### src/rtl/bask_pkg.sv
// ---------------------------------------------------------------------------
// bask_pkg
// Shared constants and types for the BASK receive path.
//   SAMPLE_W_DEF : default sample width (unsigned ADC/loopback samples)
//   SPS_DEF      : default samples per symbol
//   WORD_W_DEF   : default data bits per word (start symbol excluded)
//   bask_demod_state_t : demodulator FSM states
// ---------------------------------------------------------------------------
package bask_pkg;

    localparam int SAMPLE_W_DEF = 12;
    localparam int SPS_DEF      = 16;
    localparam int WORD_W_DEF   = 8;

    typedef enum logic [1:0] {
        IDLE  = 2'd0,
        START = 2'd1,
        DATA  = 2'd2
    } bask_demod_state_t;

endpackage

### src/rtl/bask_sym_integrator.sv
// ---------------------------------------------------------------------------
// bask_sym_integrator
// Integrates sample energy over one symbol period and slices it.
// Ports:
//   clk, rst   : clock, synchronous active-high reset
//   sample_en  : the current din is accepted into the symbol
//   din        : unsigned sample
//   thresh     : decision threshold (acc >= thresh), used only at symbol end
//   sym_done   : combinational, high on the accepted last sample of a symbol
//   sym_bit    : combinational decision (acc + din) >= thresh
//   odd_nz     : accepted nonzero sample at an odd index (carrier gap
//                violation); tied 0 unless BASK_DEMOD_GAPCHK_EN is defined
// Optional feature macro: BASK_DEMOD_GAPCHK_EN
// ---------------------------------------------------------------------------
module bask_sym_integrator
    import bask_pkg::*;
#(
    parameter  int SPS      = SPS_DEF,
    parameter  int SAMPLE_W = SAMPLE_W_DEF,
    localparam int ACC_W    = SAMPLE_W + $clog2(SPS)
) (
    input  logic                clk,
    input  logic                rst,
    input  logic                sample_en,
    input  logic [SAMPLE_W-1:0] din,
    input  logic [ACC_W-1:0]    thresh,
    output logic                sym_done,
    output logic                sym_bit,
    output logic                odd_nz
);

    localparam int IDX_W = $clog2(SPS);

    logic [IDX_W-1:0] idx;
    logic [ACC_W-1:0] acc;
    logic [ACC_W-1:0] acc_sum;
    logic             idx_last;

    assign idx_last = (idx == IDX_W'(SPS - 1));
    // ACC_W holds SPS full-scale samples, so acc + din can never wrap.
    assign acc_sum  = acc + ACC_W'(din);
    assign sym_done = sample_en && idx_last;
    assign sym_bit  = (acc_sum >= thresh);

`ifdef BASK_DEMOD_GAPCHK_EN
    assign odd_nz = sample_en && idx[0] && (din != '0);
`else
    assign odd_nz = 1'b0;
`endif

    // Accumulator restarts from zero at every symbol boundary.
    always_ff @(posedge clk) begin
        if (rst) begin
            idx <= '0;
            acc <= '0;
        end else if (sample_en) begin
            if (idx_last) begin
                idx <= '0;
                acc <= '0;
            end else begin
                idx <= idx + 1'b1;
                acc <= acc_sum;
            end
        end
    end

endmodule

### src/rtl/bask_demod.sv
// ---------------------------------------------------------------------------
// bask_demod
// BASK demodulator: detects a start symbol, slices WORD_W data symbols by
// integrated energy against a runtime threshold and assembles LSB-first words.
// Ports:
//   clk, rst    : clock, synchronous active-high reset
//   din         : unsigned sample;  din_valid : sample strobe
//   thresh      : decision threshold, acc >= thresh decides '1'
//   bit_out     : sliced data bit (held between pulses)
//   bit_valid   : one-cycle pulse per data bit
//   word_out    : assembled word, LSB = first data bit (held)
//   word_valid  : one-cycle pulse with the final bit_valid of a word
//   busy        : state != IDLE
//   gap_err     : odd-index nonzero sample seen in the word, presented with
//                 word_valid and held
// Optional feature macro: BASK_DEMOD_GAPCHK_EN (gap_err is 0 when undefined)
// ---------------------------------------------------------------------------
module bask_demod
    import bask_pkg::*;
#(
    parameter  int SPS      = SPS_DEF,
    parameter  int WORD_W   = WORD_W_DEF,
    parameter  int SAMPLE_W = SAMPLE_W_DEF,
    localparam int ACC_W    = SAMPLE_W + $clog2(SPS)
) (
    input  logic                clk,
    input  logic                rst,
    input  logic [SAMPLE_W-1:0] din,
    input  logic                din_valid,
    input  logic [ACC_W-1:0]    thresh,
    output logic                bit_out,
    output logic                bit_valid,
    output logic [WORD_W-1:0]   word_out,
    output logic                word_valid,
    output logic                busy,
    output logic                gap_err
);

    localparam int BC_W = (WORD_W > 1) ? $clog2(WORD_W) : 1;

    bask_demod_state_t state, state_next;

    logic              sample_en;
    logic              start_entry;
    logic              last_bit;
    logic              sym_done;
    logic              sym_bit;
    logic              odd_nz;
    logic [BC_W-1:0]   bit_cnt;
    logic [WORD_W-1:0] shreg;
    logic [WORD_W-1:0] shift_in;

    // In IDLE only a nonzero sample is consumed; it becomes index 0 of the
    // start symbol, so the integrator sees it in the same cycle.
    assign start_entry = (state == IDLE) && din_valid && (din != '0);
    assign sample_en   = din_valid && ((state != IDLE) || (din != '0));
    assign last_bit    = (state == DATA) && sym_done && (bit_cnt == BC_W'(WORD_W - 1));
    assign shift_in    = {sym_bit, shreg[WORD_W-1:1]};

    bask_sym_integrator #(
        .SPS      (SPS),
        .SAMPLE_W (SAMPLE_W)
    ) u_integ (
        .clk       (clk),
        .rst       (rst),
        .sample_en (sample_en),
        .din       (din),
        .thresh    (thresh),
        .sym_done  (sym_done),
        .sym_bit   (sym_bit),
        .odd_nz    (odd_nz)
    );

    always_ff @(posedge clk) begin
        if (rst) state <= IDLE;
        else     state <= state_next;
    end

    always_comb begin
        state_next = state;
        unique case (state)
            IDLE:  if (start_entry) state_next = START;
            // A start symbol below threshold is treated as a glitch.
            START: if (sym_done)    state_next = sym_bit ? DATA : IDLE;
            DATA:  if (last_bit)    state_next = IDLE;
            default:                state_next = IDLE;
        endcase
    end

    always_comb begin
        busy = (state != IDLE);
    end

    // Decision stage: bit/word outputs registered one cycle after the
    // symbol's last sample.
    always_ff @(posedge clk) begin
        if (rst) begin
            bit_cnt    <= '0;
            shreg      <= '0;
            bit_out    <= 1'b0;
            bit_valid  <= 1'b0;
            word_out   <= '0;
            word_valid <= 1'b0;
        end else begin
            bit_valid  <= 1'b0;
            word_valid <= 1'b0;
            if ((state == START) && sym_done) begin
                bit_cnt <= '0;
            end
            if ((state == DATA) && sym_done) begin
                bit_out   <= sym_bit;
                bit_valid <= 1'b1;
                shreg     <= shift_in;
                bit_cnt   <= bit_cnt + 1'b1;
                if (last_bit) begin
                    word_out   <= shift_in;
                    word_valid <= 1'b1;
                    bit_cnt    <= '0;
                end
            end
        end
    end

`ifdef BASK_DEMOD_GAPCHK_EN
    logic gap_flag;

    // The symbol's last sample sits at an odd index, so it is folded in
    // directly when the word completes.
    always_ff @(posedge clk) begin
        if (rst) begin
            gap_flag <= 1'b0;
            gap_err  <= 1'b0;
        end else begin
            if (start_entry)  gap_flag <= 1'b0;
            else if (odd_nz)  gap_flag <= 1'b1;
            if (last_bit)     gap_err  <= gap_flag | odd_nz;
        end
    end
`else
    logic unused_odd_nz;
    assign unused_odd_nz = odd_nz;
    assign gap_err       = 1'b0;
`endif

endmodule
### config.mk
export PLATFORM = sky130hd
export DESIGN_NAME = bask_demod
export DESIGN_NICKNAME = d
export VERILOG_FILES = /design/src/rtl/bask_pkg.sv /design/src/rtl/bask_sym_integrator.sv /design/src/rtl/bask_demod.sv
export SDC_FILE = /design/constraint.sdc
export NUM_CORES = 1
export LEC_CHECK = 0
export ABC_AREA = 1
export ABC_CLOCK_PERIOD_IN_PS = 2600
export BUFFER_PORTS_ARGS = -buffer_cell sky130_fd_sc_hd__buf_4
export CAP_MARGIN = 25
export CORE_MARGIN = 1.5
export CORE_UTILIZATION = 50
export CTS_CLUSTER_DIAMETER = 30
export CTS_CLUSTER_SIZE = 16
export DETAILED_ROUTE_END_ITERATION = 16
export PLACE_DENSITY_LB_ADDON = 0.1
export SLEW_MARGIN = 10
export SYNTH_ARGS = -nofsm -noshare
export SYNTH_HDL_FRONTEND = slang
export SYNTH_SLANG_ARGS = --single-unit
export TNS_END_PERCENT = 30
### constraint.sdc
create_clock -name clk -period 2.6 [get_ports clk]
set_input_delay 0.13 -clock clk [delete_from_list [all_inputs] [get_ports clk]]
set_output_delay 0.13 -clock clk [all_outputs]
set_load 0.02 [all_outputs]
==> impl_metrics.py, run 1 <==
metrics = {
    "route": {
        "antenna_left": 0,
        "viasPerCell": 5.02,
        "drt_first_pass_iters": 4,
        "num_vias": 2893,
        "drt_iter0_drc": 162,
        "wl_per_cell_um": 12.7,
        "drc": 0,
        "routed_wl_mm": 7.30,
    },
    "cts": {
        "cts.htree.levels": 2,
        "cts_hold_buf": 0,
        "clock-sinks": 42,
        "clkLatencyLatePin_ns": 0.29,
        "cts_tree": "yes",
        "clock_path_buffers": 2,
        "cts_root_buffer": "clkbuf_8",
        "numCtsBuffers": 5,
        "path_clk_slew_ns": 0.08,
    },
    "placement": {
        "place_congestion": 0.841,
        "dp_hpwl_mm": 5.29,
        "postPlaceCellArea_mm2": 0.00341,
        "dp_cells": 565,
        "io_buffers": 42,
    },
    "synthesis": {
        "syn_inst": 450,
        "synth_area_mm2": 0.00299,
        "synth_area_per_cell_um2": 6.65,
        "synth_area_leader_cell": "dfxtp_1",
        "synth_nets": 513,
        "synth_area_leaders": "dfxtp_1 28%, nand2_1 18%, ha_1 13%, inv_1 8.2%, a21oi_1 7.0%",
        "synthFlopType": "dfxtp_1",
        "yosysSeqAreaShare": 0.281,
        "netlist.area_leader.share": 0.281,
        "synth_warnings": 0,
        "synth_edf_count": 0,
        "ys_seq_elements": 42,
        "synth_cell_types": 35,
        "synthArstFlopShare": 0,
    },
    "global_route": {
        "grt_pass1_vias": 2736,
        "antenna_found_initial": 0,
        "grt_use_met1": 0.315,
        "grt_overflow": 0,
        "top_usage_layer": "met2",
        "grt_start_max_net_pins": 32,
        "gr-usage-met3": 0.0341,
        "grt_first_pass_wirelength_mm": 12.0,
        "track_usage": 0.236,
        "grtUsageMet2": 0.403,
    },
    "floorplanning": {
        "dieArea_mm2": 0.00646,
        "die_x_um": 80.4,
        "ios": 44,
        "die_y_um": 80.4,
        "rows": 27,
        "core_area_mm2": 0.00564,
        "start_util": 0.530,
    },
    "layout": {
        "finalNonFillerCells": 576,
        "area_delta_synth_final_pct": 24.5,
        "finalNetCount": 566,
        "design_area_mm2": 0.00372,
        "layout_common_cells": "136 x nand2_1, 62 x inv_1, 54 x buf_4, 41 x dfxtp_1, 39 x a21oi_1",
        "mostFrequentLayoutCell": "nand2_1",
        "drive_above_1_share": 0.224,
        "antennaDiodeCount": 0,
    },
    "sta": {
        "min_period_ns": 2.66,
        "fmax_mhz": 376,
        "setup_violations": 1,
        "fin_hold_ws_ns": 0.245,
        "rsz0062_at_grt": "true",
        "fin_crit_sh": 1.02,
        "clock_skew_ns": 0.00402,
        "fin_tns_setup_ns": -0.0597,
        "final_max_slew_viol_count": 0,
        "setup_slack_ns": -0.0597,
        "final_hold_viol_count": 0,
    },
    "setup_path": {
        "endpoint_kind": "flip-flop",
        "arrival_ns": 2.89,
        "crit_type": "reg -> reg",
        "startpoint_type": "flip-flop",
        "critPathMaxFanout": 3,
        "crit_required_ns": 2.83,
    },
    "run": {
        "maxCapViolCount": 0,
    },
    "power": {
        "leakagePower_nw": 1.92,
        "p_per_area_mw_per_mm2": 477,
        "ir_worst_vdd_mv": 0.311,
    },
    "status": {
        "status": "finished with violations",
        "violations": "negative setup slack",
    },
    "worst_hold_path": {
        "hold_class": "in -> reg",
    },
}
metrics by stage:
stage | setup WS [ns] | total power [mW] | util
after CTS | 0.00814 | 1.71 | 0.626
final | -0.0597 | 1.77 | 0.660
after global routing | -0.255 | 1.91 | 0.660
after detailed placement | -0.151 | 1.25 | 0.604
after floorplan | 0.0812 | 1.09 | -
after global placement | -0.0806 | 1.24 | 0.604
per-layer routing:
metal | vias up | share of wire
met4 | 0 | 0.011
met1 | 1300 | 0.47
met3 | 9 | 0.038
met2 | 54 | 0.48
met5 | - | 0
li1 | 1530 | -
cells by family after synthesis:
family / Yosys count / share of synthesized area
other: 1 / 0.00125
buffers and inverters: 77 / 0.107
xor gates and xnor gates: 8 / 0.0234
adders and majority gates: 32 / 0.136
DFF: 42 / 0.281
and+or+nand+nor: 237 / 0.357
AOI/OAI and AO/OA: 53 / 0.0937
flip-flops by register name, indices dropped and copies added, names as in the netlist:
signal and count:
bit_out 1, word_out 8, bit_valid 1, u_integ.acc 16, bit_cnt 3, u_integ.idx 4
shreg 6, state 2, word_valid 1
power by group:
group | internal, mW | leakage (nW) | switching, mW | total, mW
Combinational | 0.279 | 1.53 | 0.352 | 0.631
Sequential | 0.671 | 0.342 | 0.0256 | 0.697
Clock | 0.214 | 0.0472 | 0.234 | 0.447
Total | 1.16 | 1.92 | 0.611 | 1.77
final timing paths:
kind / to / startpoint / cells after the start / slack (ns)
max: state[1]$_SDFFE_PP0P_ / u_integ.acc[0]$_SDFFE_PP0P_ / 20 / -0.06
min: u_integ.acc[4]$_SDFFE_PP0P_ / rst / 2 / 0.25
max reg2reg: state[1]$_SDFFE_PP0P_ / u_integ.acc[0]$_SDFFE_PP0P_ / 20 / -0.06
min reg2reg: shreg[1]$_SDFFE_PP0P_ / shreg[1]$_SDFFE_PP0P_ / 2 / 0.47
timing repair:
action                     CTS  global route
gates cloned                 0             0
pin swaps                    3            18
setup buffers                1             2
setup endpoints to repair    3             3
gates resized for setup      6            34
Yosys cell counts (all sizes together) (3+ instances only):
cell type  number
nand3          32
xor2            7
inv            68
and2            6
nor3            3
nor2           38
dfxtp          42
a21oi          42
nand4           5
o21ai           6
ha             31
nand2         151
buf             8
critical path, stage by stage, from the launching register on:
cell and delay [ns]:
dfxtp_2 0.36, ha_4 0.14, inv_2 0.04, fa_2 0.37, inv_2 0.07, nand3_2 0.06, nand2_2 0.08, nand2_2 0.07
nand2_4 0.08, nand2_2 0.06, nand2_2 0.07, nand2_2 0.05, nand2_1 0.07, inv_2 0.05, ha_4 0.25, nand4_1 0.10
nor3_2 0.21, nand3_1 0.12, nand3_2 0.14, nand2_2 0.08, a21oi_2 0.13
area by class of cell:
class / instances / area [um^2]
Clock buffer: 6 / 82.6
Clock inverter: 2 / 12.5
Fill cell: 515 / 1920
Inverter: 68 / 255
Multi-Input combinational cell: 331 / 2020
Sequential cell: 42 / 842
Tap cell: 72 / 90.1
Timing Repair Buffer: 55 / 417
No activity file was read; power rests on OpenSTA's default activity.
==> run 2, diff against run 1 <==
Settings changed: RECOVER_POWER set to 25.
==> run 2 against run 1 <==
Against the previous run: the flow still finishes with violations (negative setup slack); largest cell class unchanged; worst setup slack improved by 0.0027 ns; sequential power about the same; critical endpoint unchanged; highest routed layer unchanged; final area decreased by 1.3%.
==> impl_metrics.py, run 2 (synthesized netlist as in run 1, its figures left out) <==
metrics = {
    "floorplanning": {
        "die_x_um": 80.4,
        "die_y_um": 80.4,
        "rows": 27,
        "ios": 44,
        "dieArea_mm2": 0.00646,
        "start_util": 0.530,
        "core_area_mm2": 0.00564,
    },
    "layout": {
        "finalNonFillerCells": 576,
        "finalNetCount": 566,
        "largest-register": "u_integ.acc",
        "design_area_mm2": 0.00367,
        "top_regs": "u_integ.acc: 16 flops, word_out: 8 flops, shreg: 6 flops",
        "area_delta_synth_final_pct": 22.8,
        "layout_common_cells": "137 x nand2_1, 62 x inv_1, 43 x buf_4, 41 x dfxtp_1, 39 x a21oi_1",
        "finish.utilization": 0.651,
        "mostFrequentLayoutCell": "nand2_1",
        "drive_above_1_share": 0.200,
        "largest_reg_flops": 16,
        "antennaDiodeCount": 0,
    },
    "global_route": {
        "track_usage": 0.236,
        "grt_overflow": 0,
        "grt_start_max_net_pins": 32,
        "grt_first_pass_wirelength_mm": 12.0,
        "grt_pass1_vias": 2736,
        "antenna_found_initial": 0,
    },
    "setup_path": {
        "crit_required_ns": 2.83,
        "arrival_ns": 2.89,
        "rr_startpoint": "u_integ.acc[0]$_SDFFE_PP0P_",
        "crit_path_frequent_cell": "nand2_2",
        "worstSetupStartpoint": "u_integ.acc[0]$_SDFFE_PP0P_",
        "cp_slowest_stage_delay_ns": 0.37,
        "startpoint_type": "flip-flop",
        "endpoint_kind": "flip-flop",
        "cpMaxStageDelayCell": "fa_2",
        "critPathMaxFanout": 3,
        "crit_type": "reg -> reg",
        "path_cells": "ha_4, inv_2, fa_2, inv_2, nand3_2, nand2_2, nand2_2, nand2_4, nand2_2, nand2_2, nand2_2, nand2_1, inv_2, ha_4, nand4_1, nor3_2, nand3_1, nand3_2, nand2_2, a21oi_2",
    },
    "run": {
        "maxCapViolCount": 0,
    },
    "cts": {
        "clkLatencyLatePin_ns": 0.29,
        "cts_hold_buf": 0,
        "cts_tree": "yes",
        "path_clk_slew_ns": 0.09,
        "clock-sinks": 42,
        "numCtsBuffers": 5,
        "clock_path_buffers": 2,
        "cts.htree.levels": 2,
        "cts_root_buffer": "clkbuf_8",
    },
    "power": {
        "p_per_area_mw_per_mm2": 483,
        "totalPowerFinal_mw": 1.78,
        "leakagePower_nw": 1.87,
        "ir_worst_vdd_mv": 0.310,
    },
    "route": {
        "drt_iter0_drc": 186,
        "drt_first_pass_iters": 5,
        "num_vias": 2894,
        "drc": 0,
        "viasPerCell": 5.02,
        "routed_wl_mm": 7.35,
        "antenna_left": 0,
        "wl_per_cell_um": 12.8,
    },
    "sta": {
        "final_max_slew_viol_count": 0,
        "final_hold_viol_count": 0,
        "fin_crit_sh": 1.02,
        "rsz0062_at_grt": "true",
        "clock_skew_ns": 0.00537,
        "setup_violations": 1,
        "fmax_mhz": 376,
        "setup_slack_ns": -0.0569,
        "min_period_ns": 2.66,
        "fin_tns_setup_ns": -0.0569,
    },
    "status": {
        "status": "finished with violations",
        "violations": "negative setup slack",
    },
    "worst_hold_path": {
        "hold_class": "in -> reg",
        "hold_start": "din[0]",
    },
    "placement": {
        "postPlaceCellArea_mm2": 0.00341,
        "dp_hpwl_mm": 5.29,
        "io_buffers": 42,
        "dp_cells": 565,
        "place_congestion": 0.841,
    },
}
## run 2: cell type report
class,instances,area [um^2]
multi-input cells,331,2020
fillers,529,1970
flip-flops and latches,42,842
repair buffers,55,375
inverters,68,255
well taps,72,90.1
clock buffers,6,82.6
clock inverters,2,12.5
## run 2: metrics by stage
stage	hold slack (ns)	setup WS (ns)
2_1_floorplan	0.211	0.0812
3_3_place_gp	0.457	-0.0806
3_5_place_dp	0.460	-0.151
4_1_cts	0.239	0.00814
5_1_grt	0.254	-0.255
6_report	0.243	-0.0569
## run 2: critical path, delay by kind of cell (launching register included)
kind | cells | cell delay (ns)
AOI/OAI and AO/OA | 1 | 0.13
adders and majority gates | 3 | 0.76
buffers and inverters | 3 | 0.16
DFF | 1 | 0.36
and+or+nand+nor | 13 | 1.19
## run 2: what timing repair did
item	in CTS	in global routing
gates resized for setup	6	34
pin swaps	3	18
buffers inserted	1	2
endpoints found under the setup margin	3	3
## run 2: power by group
group	internal, mW	total (mW)	switching, mW
clock network	0.214	0.450	0.236
registers	0.671	0.697	0.0255
logic	0.279	0.630	0.351
total	1.16	1.78	0.613
## run 2: per-layer routing
metal | vias up | GRT usage | part of all wire
li1 | 1528 | - | -
met1 | 1291 | 0.315 | 0.47
met2 | 63 | 0.403 | 0.47
met3 | 12 | 0.0341 | 0.039
met4 | 0 | 0.0500 | 0.014
met5 | - | 0 | 0
## run 2: path summary, 6_finish.rpt
path                                                     to  slack (ns)  cells past startpoint
worst min-delay path            u_integ.acc[0]$_SDFFE_PP0P_        0.24                      4
worst max-delay path                  state[1]$_SDFFE_PP0P_       -0.06                     20
worst max register to register        state[1]$_SDFFE_PP0P_       -0.06                     20
worst min register to register        shreg[1]$_SDFFE_PP0P_        0.47                      2
